## src/rtl/ddr_user_adapter.sv

```systemverilog
`default_nettype none
// ============================================================================
// Module      : ddr_user_adapter
// Description : Client-side adapter onto the DDR3 controller app_* interface.
//               Registers commands and write beats until the controller takes
//               them, frames write bursts, bounds write-data lead and buffers
//               read data in a credit-reserved FIFO.
// Revision    : 1.0 - initial release
// ============================================================================
module ddr_user_adapter #(
    parameter int ADDR_WIDTH  = 27,
    parameter int DATA_WIDTH  = 256,
    parameter int MASK_WIDTH  = DATA_WIDTH / 8,
    parameter int BEATS       = 2,
    parameter int RD_DEPTH    = 8,
    parameter int MAX_WR_LEAD = 2
) (
    input  logic                        user_clock,
    input  logic                        user_reset,
    input  logic                        init_done,
    input  logic                        req_valid,
    output logic                        req_ready,
    input  logic                        req_write,
    input  logic [ADDR_WIDTH-1:0]       req_addr,
    input  logic                        wr_valid,
    output logic                        wr_ready,
    input  logic [DATA_WIDTH-1:0]       wr_data,
    input  logic [MASK_WIDTH-1:0]       wr_mask,
    output logic                        rsp_valid,
    input  logic                        rsp_ready,
    output logic [DATA_WIDTH-1:0]       rsp_data,
    output logic                        app_en,
    output logic [2:0]                  app_cmd,
    output logic [ADDR_WIDTH-1:0]       app_addr,
    input  logic                        app_rdy,
    output logic                        app_wdf_wren,
    output logic [DATA_WIDTH-1:0]       app_wdf_data,
    output logic [MASK_WIDTH-1:0]       app_wdf_mask,
    output logic                        app_wdf_end,
    input  logic                        app_wdf_rdy,
    input  logic [DATA_WIDTH-1:0]       app_rd_data,
    input  logic                        app_rd_data_valid,
    output logic [$clog2(RD_DEPTH):0]   rd_reserved,
    output logic                        err_unexpected_rd
);

    localparam int c_CNT_W  = $clog2(RD_DEPTH) + 1;
    localparam int c_PTR_W  = (RD_DEPTH > 1) ? $clog2(RD_DEPTH) : 1;
    localparam int c_BEAT_W = (BEATS > 1) ? $clog2(BEATS) : 1;
    localparam int c_LEAD_W = $clog2(MAX_WR_LEAD + 1) + 2;
    localparam int c_SUM_W  = c_CNT_W + 2;

    localparam logic signed [c_LEAD_W-1:0] c_LEAD_MAX = c_LEAD_W'(MAX_WR_LEAD);
    localparam logic signed [c_LEAD_W-1:0] c_LEAD_MIN = -c_LEAD_MAX;
    localparam logic signed [c_LEAD_W-1:0] c_LEAD_ONE = c_LEAD_W'(1);
    localparam logic [2:0]                 c_CMD_WRITE = 3'b000;
    localparam logic [2:0]                 c_CMD_READ  = 3'b001;
    localparam logic [c_BEAT_W-1:0]        c_LAST_BEAT = c_BEAT_W'(BEATS - 1);
    localparam logic [c_PTR_W-1:0]         c_PTR_LAST  = c_PTR_W'(RD_DEPTH - 1);

    // Registered state
    logic                         r_app_en;
    logic [2:0]                   r_app_cmd;
    logic [ADDR_WIDTH-1:0]        r_app_addr;
    logic                         r_wdf_wren;
    logic [DATA_WIDTH-1:0]        r_wdf_data;
    logic [MASK_WIDTH-1:0]        r_wdf_mask;
    logic                         r_wdf_end;
    logic [c_BEAT_W-1:0]          r_beat_cnt;
    logic signed [c_LEAD_W-1:0]   r_wr_lead;
    logic [c_CNT_W-1:0]           r_rd_reserved;
    logic                         r_err;
    logic [DATA_WIDTH-1:0]        r_fifo_mem [RD_DEPTH];
    logic [c_PTR_W-1:0]           r_wr_ptr;
    logic [c_PTR_W-1:0]           r_rd_ptr;
    logic [c_CNT_W-1:0]           r_fifo_count;

    // Combinational handshakes
    logic                         w_cmd_slot_free;
    logic                         w_wdf_slot_free;
    logic [c_SUM_W-1:0]           w_credit_sum;
    logic                         w_rd_credit_ok;
    logic                         w_wr_lead_ok;
    logic                         w_req_fire;
    logic                         w_rd_accept;
    logic                         w_wr_cmd_accept;
    logic                         w_wr_fire;
    logic                         w_last_beat;
    logic                         w_burst_done;
    logic                         w_rd_unexpected;
    logic                         w_rd_push;
    logic                         w_rd_pop;

    assign w_cmd_slot_free = !r_app_en || app_rdy;
    assign w_wdf_slot_free = !r_wdf_wren || app_wdf_rdy;

    // A read may only be taken if its whole burst is guaranteed FIFO space,
    // counting both beats still in flight and beats already buffered.
    assign w_credit_sum   = c_SUM_W'(r_rd_reserved) + c_SUM_W'(r_fifo_count) + c_SUM_W'(BEATS);
    assign w_rd_credit_ok = w_credit_sum <= c_SUM_W'(RD_DEPTH);
    assign w_wr_lead_ok   = r_wr_lead > c_LEAD_MIN;

    assign req_ready = !user_reset && init_done && w_cmd_slot_free &&
                       (req_write ? w_wr_lead_ok : w_rd_credit_ok);
    assign w_req_fire      = req_valid && req_ready;
    assign w_rd_accept     = w_req_fire && !req_write;
    assign w_wr_cmd_accept = w_req_fire && req_write;

    // New bursts are held off at the lead limit; a burst in progress finishes.
    assign w_last_beat  = r_beat_cnt == c_LAST_BEAT;
    assign wr_ready     = !user_reset && init_done && w_wdf_slot_free &&
                          !((r_beat_cnt == '0) && (r_wr_lead == c_LEAD_MAX));
    assign w_wr_fire    = wr_valid && wr_ready;
    assign w_burst_done = w_wr_fire && w_last_beat;

    assign w_rd_unexpected = app_rd_data_valid && (r_rd_reserved == '0);
    assign w_rd_push       = app_rd_data_valid && !w_rd_unexpected;
    assign rsp_valid       = r_fifo_count != '0;
    assign w_rd_pop        = rsp_valid && rsp_ready;
    assign rsp_data        = rsp_valid ? r_fifo_mem[r_rd_ptr] : '0;

    assign app_en            = r_app_en;
    assign app_cmd           = r_app_cmd;
    assign app_addr          = r_app_addr;
    assign app_wdf_wren      = r_wdf_wren;
    assign app_wdf_data      = r_wdf_data;
    assign app_wdf_mask      = r_wdf_mask;
    assign app_wdf_end       = r_wdf_end;
    assign rd_reserved       = r_rd_reserved;
    assign err_unexpected_rd = r_err;

    // Command register: load on accept, hold until the controller takes it.
    always_ff @(posedge user_clock) begin
        if (user_reset) begin
            r_app_en   <= 1'b0;
            r_app_cmd  <= '0;
            r_app_addr <= '0;
        end else if (w_req_fire) begin
            r_app_en   <= 1'b1;
            r_app_cmd  <= req_write ? c_CMD_WRITE : c_CMD_READ;
            r_app_addr <= req_addr;
        end else if (app_rdy) begin
            r_app_en   <= 1'b0;
        end
    end

    // Write-data register with burst framing from the beat counter.
    always_ff @(posedge user_clock) begin
        if (user_reset) begin
            r_wdf_wren <= 1'b0;
            r_wdf_data <= '0;
            r_wdf_mask <= '0;
            r_wdf_end  <= 1'b0;
            r_beat_cnt <= '0;
        end else if (w_wr_fire) begin
            r_wdf_wren <= 1'b1;
            r_wdf_data <= wr_data;
            r_wdf_mask <= wr_mask;
            r_wdf_end  <= w_last_beat;
            r_beat_cnt <= w_last_beat ? '0 : r_beat_cnt + c_BEAT_W'(1);
        end else if (app_wdf_rdy) begin
            r_wdf_wren <= 1'b0;
        end
    end

    // Signed balance of completed data bursts against accepted write commands.
    always_ff @(posedge user_clock) begin
        if (user_reset) begin
            r_wr_lead <= '0;
        end else if (w_burst_done && !w_wr_cmd_accept) begin
            r_wr_lead <= r_wr_lead + c_LEAD_ONE;
        end else if (!w_burst_done && w_wr_cmd_accept) begin
            r_wr_lead <= r_wr_lead - c_LEAD_ONE;
        end
    end

    // Read-beat reservations and the sticky unexpected-beat flag.
    always_ff @(posedge user_clock) begin
        if (user_reset) begin
            r_rd_reserved <= '0;
            r_err         <= 1'b0;
        end else begin
            r_rd_reserved <= r_rd_reserved
                           + (w_rd_accept ? c_CNT_W'(BEATS) : '0)
                           - (w_rd_push   ? c_CNT_W'(1)     : '0);
            if (w_rd_unexpected) begin
                r_err <= 1'b1;
            end
        end
    end

    // Read FIFO storage; pointers make stale contents unreachable after reset.
    always_ff @(posedge user_clock) begin
        if (w_rd_push) begin
            r_fifo_mem[r_wr_ptr] <= app_rd_data;
        end
    end

    // Read FIFO pointers and occupancy.
    always_ff @(posedge user_clock) begin
        if (user_reset) begin
            r_wr_ptr     <= '0;
            r_rd_ptr     <= '0;
            r_fifo_count <= '0;
        end else begin
            if (w_rd_push) begin
                r_wr_ptr <= (r_wr_ptr == c_PTR_LAST) ? '0 : r_wr_ptr + c_PTR_W'(1);
            end
            if (w_rd_pop) begin
                r_rd_ptr <= (r_rd_ptr == c_PTR_LAST) ? '0 : r_rd_ptr + c_PTR_W'(1);
            end
            if (w_rd_push && !w_rd_pop) begin
                r_fifo_count <= r_fifo_count + c_CNT_W'(1);
            end else if (!w_rd_push && w_rd_pop) begin
                r_fifo_count <= r_fifo_count - c_CNT_W'(1);
            end
        end
    end

endmodule
`default_nettype wire

```

## config.mk

```make
export PLATFORM = sky130hd
export DESIGN_NAME = ddr_user_adapter
export DESIGN_NICKNAME = d
export VERILOG_FILES = /design/src/rtl/ddr_user_adapter.sv
export SDC_FILE = /design/constraint.sdc
export NUM_CORES = 2
export LEC_CHECK = 0
export ABC_CLOCK_PERIOD_IN_PS = 48600
export CORE_MARGIN = 4
export CORE_UTILIZATION = 45
export CTS_CLUSTER_DIAMETER = 150
export CTS_CLUSTER_SIZE = 12
export DETAILED_ROUTE_END_ITERATION = 16
export PLACE_DENSITY = 0.67
export SYNTH_ARGS = -nofsm -noshare
export SYNTH_HDL_FRONTEND = slang
export SYNTH_SLANG_ARGS = --single-unit
```

## constraint.sdc

```tcl
create_clock -name user_clock -period 48.6 [get_ports user_clock]
set_input_delay 12.15 -clock user_clock [delete_from_list [all_inputs] [get_ports user_clock]]
set_output_delay 12.15 -clock user_clock [all_outputs]
set_load 0.01 [all_outputs]
```

==> implementation parameters <==
Parameter                              Value

Run status
  Run status    complete, no violations

Detailed routing
  Avg Vias per Cell    5.553
  Remaining DRCs    0
  Final antenna-violating net count    0
  Number of DRC markers in iteration 0    4305
  Final WL    273700 um
  Vias after detailed routing    48360
  Pre-antenna DRT Iters    5
  Average routed wire per standard cell    31.43 um

Power and ir drop
  Maximum ir drop on the vdd rail    0.04346 mV
  Power consumption    5.160 mW
  Total power per unit cell area    46.75 mW/mm^2
  Leakage    34.08 nW

Min path
  Hold path start    app_wdf_data[44]
  Min-Delay Endpoint    app_wdf_data[44]
  Cell depth of the worst hold path    2
  Class of the most critical hold timing path    flop to flop

Clock network
  Clock latency reported for the late side of the worst-skew pair    870 ps
  Number of buffers on the longest clock path    3
  TritonCTS clock tree    done
  Clock-pin slew reported for the worst setup and hold paths after clock tree synthesis    60 ps
  Resize count post-CTS    0
  Number of sinks on the clock net    2390
  Number of buffers inserted during clock tree synthesis    217
  Post CTS Setup Buffer Count    0
  Level count of the clock H-tree    4
  Cts hold-fix bufs    0
  Root buffer cell    sky130_fd_sc_hd__clkbuf_16

Place
  Cell area after placement    0.1043 mm^2
  Placer congestion estimate    0.9116
  Cell count after placement    8345
  Count of port buffers added during placement    1163
  Final HPWL from detailed placement    178700 um

Critical path
  Critical path launch point type    input port
  Critical Path Sink Type    output pin
  Highest fanout seen on the critical path    3
  R2R setup slack    43510 ps
  Cells on worst reg2reg path    10
  Worst endpoint required time    36450 ps
  Arrival @ worst endpoint    13830 ps
  Beginning of the worst register-to-register path    rd_reserved[2]
  Worst setup path category    input port to output pin
  R2R Path End    r_fifo_mem[3][212]

Global route
  Via count of the first global-routing pass    49070
  Overflow after GRT    0
  Wire length of the first global-routing pass    376100 um
  Initial antenna violation count    175
  Aggregate global-route resource usage    0.2594
  Largest net degree at the start of global routing    205

Yosys
  Post-Synthesis Mean Instance Area    18.88 um^2
  Number of synthesis warnings    0
  Library cells used by synthesis    40
  Synthesized area    0.08986 mm^2
  Proportion of synthesized chip area in sequential cells    0.7606
  Flop and latch count out of synthesis    2390
  Number of instances in the synthesized netlist    4760
  Area fraction of the dominant cell type after synthesis    0.6844
  Most area-consuming cells after synthesis    sky130_fd_sc_hd__edfxtp_1 68%, sky130_fd_sc_hd__mux4_2 13%, sky130_fd_sc_hd__dfxtp_1 7.6%
  Synth area leader    sky130_fd_sc_hd__edfxtp_1

Cells and area
  Layout Cell Area excl Fill    0.1104 mm^2
  Fraction of final layout cells with drive strength greater than 1    0.1429
  Commonest cells after routing, fill and taps aside    2048 x sky130_fd_sc_hd__edfxtp_1, 1162 x sky130_fd_sc_hd__clkdlybuf4s50_1, 591 x sky130_fd_sc_hd__nand2_1
  Synthesis-to-finish area growth    22.83%
  Final non-filler cell total    8709
  Most common cell after layout, fill and taps aside    sky130_fd_sc_hd__edfxtp_1
  Final-stage net count    6530

STA
  Worst Clk Skew    48.54 ps
  Final Hold Vio Count    0
  Maximum clock frequency    38.50 MHz
  Setup TNS Final    0 ps
  Unrepaired setup endpoints after global routing    no
  Number of setup violations in the final report    0
  Worst-case headroom to the max-slew limit    0.1937
  Post-Route Hold Slack    452.5 ps
  Part of the cycle the worst path needs    0.5345
  Transition time at the pin with the least slew margin    1209 ps
  Min cycle time layout    25980 ps
  Final number of max-transition violations    0

Die
  Die Ht    454.9 um
  Horiz. Die Dim    454.9 um
  # rows    163
  Area enclosed by the die boundary    0.2069 mm^2
  Core Area    0.1980 mm^2
  Number of top-level pins    1166
  Initial Utilization    0.4538

Run
  Number of violations of the max-capacitance limit    0
-- logic make-up (layout without fill, tap and decap cells) --
kind of cell / after synthesis / after routing / share of synthesized area
flip-flops: 2390 / 2390 / 0.7606
AO/OA/AOI/OAI: 314 / 314 / 0.01813
AND/OR/NAND/NOR: 926 / 926 / 0.04034
buffers and inverters: 296 / 1505 / 0.01473
adder cells (fa/ha/maj): 25 / 25 / 0.003815
multiplexers: 801 / 801 / 0.1617
XOR/XNOR: 7 / 7 / 0.0006823
other: 1 / 101 / 0.00004173
-- worst max-delay path, stage by stage --
cell	delay, ps
sky130_fd_sc_hd__clkdlybuf4s50_1	480
sky130_fd_sc_hd__nand2b_1	270
sky130_fd_sc_hd__o211ai_1	150
sky130_fd_sc_hd__nor3_1	200
sky130_fd_sc_hd__clkdlybuf4s50_1	570
-- cells in the mapped netlist --
| cell | n |
|---|---|
| sky130_fd_sc_hd__fa_1 | 4 |
| sky130_fd_sc_hd__mux2i_1 | 260 |
| sky130_fd_sc_hd__mux4_2 | 512 |
| sky130_fd_sc_hd__inv_1 | 15 |
| sky130_fd_sc_hd__o2111ai_1 | 1 |
| sky130_fd_sc_hd__dfxtp_1 | 342 |
| sky130_fd_sc_hd__or4_1 | 1 |
| sky130_fd_sc_hd__mux2_2 | 10 |
| sky130_fd_sc_hd__nor2b_4 | 1 |
| sky130_fd_sc_hd__edfxtp_1 | 2048 |
| sky130_fd_sc_hd__or3_1 | 3 |
| sky130_fd_sc_hd__nor4bb_1 | 1 |
| sky130_fd_sc_hd__o31ai_1 | 1 |
| sky130_fd_sc_hd__clkbuf_1 | 134 |
| sky130_fd_sc_hd__o211ai_1 | 1 |
| sky130_fd_sc_hd__nor3_1 | 8 |
| sky130_fd_sc_hd__a21oi_1 | 303 |
| sky130_fd_sc_hd__conb_1 | 1 |
| sky130_fd_sc_hd__nor2_1 | 279 |
| sky130_fd_sc_hd__nand3_1 | 2 |
| sky130_fd_sc_hd__mux2_4 | 19 |
| sky130_fd_sc_hd__nand2b_1 | 5 |
| sky130_fd_sc_hd__buf_1 | 48 |
| sky130_fd_sc_hd__buf_6 | 13 |
| sky130_fd_sc_hd__nor3b_1 | 1 |
| sky130_fd_sc_hd__nor4_1 | 2 |
| sky130_fd_sc_hd__a2111oi_2 | 2 |
| sky130_fd_sc_hd__xnor2_1 | 5 |
| sky130_fd_sc_hd__buf_4 | 3 |
| sky130_fd_sc_hd__or4b_4 | 1 |
| sky130_fd_sc_hd__o211a_1 | 1 |
| sky130_fd_sc_hd__and3_1 | 1 |
| sky130_fd_sc_hd__nand2_1 | 591 |
| sky130_fd_sc_hd__nor2b_1 | 30 |
| sky130_fd_sc_hd__o2111a_1 | 1 |
| sky130_fd_sc_hd__buf_2 | 83 |
| sky130_fd_sc_hd__o2111ai_2 | 1 |
| sky130_fd_sc_hd__ha_1 | 21 |
| sky130_fd_sc_hd__xor2_1 | 2 |
| sky130_fd_sc_hd__a21o_1 | 3 |
-- flip-flops by register name, summed over array words and instances (netlist names), named ones only --
| register | cells |
|---|---|
| r_beat_cnt | 1 |
| rd_reserved | 4 |
| app_en | 1 |
| app_wdf_data | 256 |
| app_cmd | 1 |
| app_wdf_mask | 32 |
| r_rd_ptr | 3 |
| r_fifo_count | 4 |
| app_addr | 27 |
| r_wr_lead | 4 |
| r_fifo_mem | 2048 |
| err_unexpected_rd | 1 |
| app_wdf_wren | 1 |
| r_wr_ptr | 3 |
| app_wdf_end | 1 |
-- per-layer routing --
layer	track usage	vias to the layer above	routed length [um]
met5	0	-	185
met4	0.1919	28	23320
met3	0.06387	656	17820
met2	0.4527	1792	143500
met1	0.2718	24970	88830
li1	-	20920	-
-- where the power goes --
part / internal (mW) / switching (mW) / leakage, nW
sequential: 2.37 / 0.0401 / 21.3
combinational: 0.580 / 0.660 / 9.93
clock: 0.807 / 0.705 / 2.84
-- cell type report --
cell class                 instances  area, um^2
clock inverter                    10       195.2
inverter                          15       56.30
timing repair buffer            1225       12310
sequential                      2390       68360
multi-input combinational       2075       20270
fill                           15380       87650
clock buffer                     255        5637
tap                             2640        3303
antenna                           99       247.7
-- through the flow --
step             util  setup WS, ps
2_1_floorplan       -         10710
3_3_place_gp   0.5267         22650
3_5_place_dp   0.5267         22660
4_1_cts        0.5561         22650
5_1_grt        0.5572         22510
6_report       0.5574         22620
-- how the worst max path moves through the flow --
stage	from	to	slack (ps)	cells after the start
floorplan	app_rd_data_valid	r_fifo_mem[0][0]	10710	3
global placement	app_rdy	req_ready	22650	5
detailed placement	app_rdy	req_ready	22660	5
CTS	app_rdy	req_ready	22650	5
global route	req_write	req_ready	22510	4
finish	app_rdy	req_ready	22620	5
(Power assumes the default switching activity.)
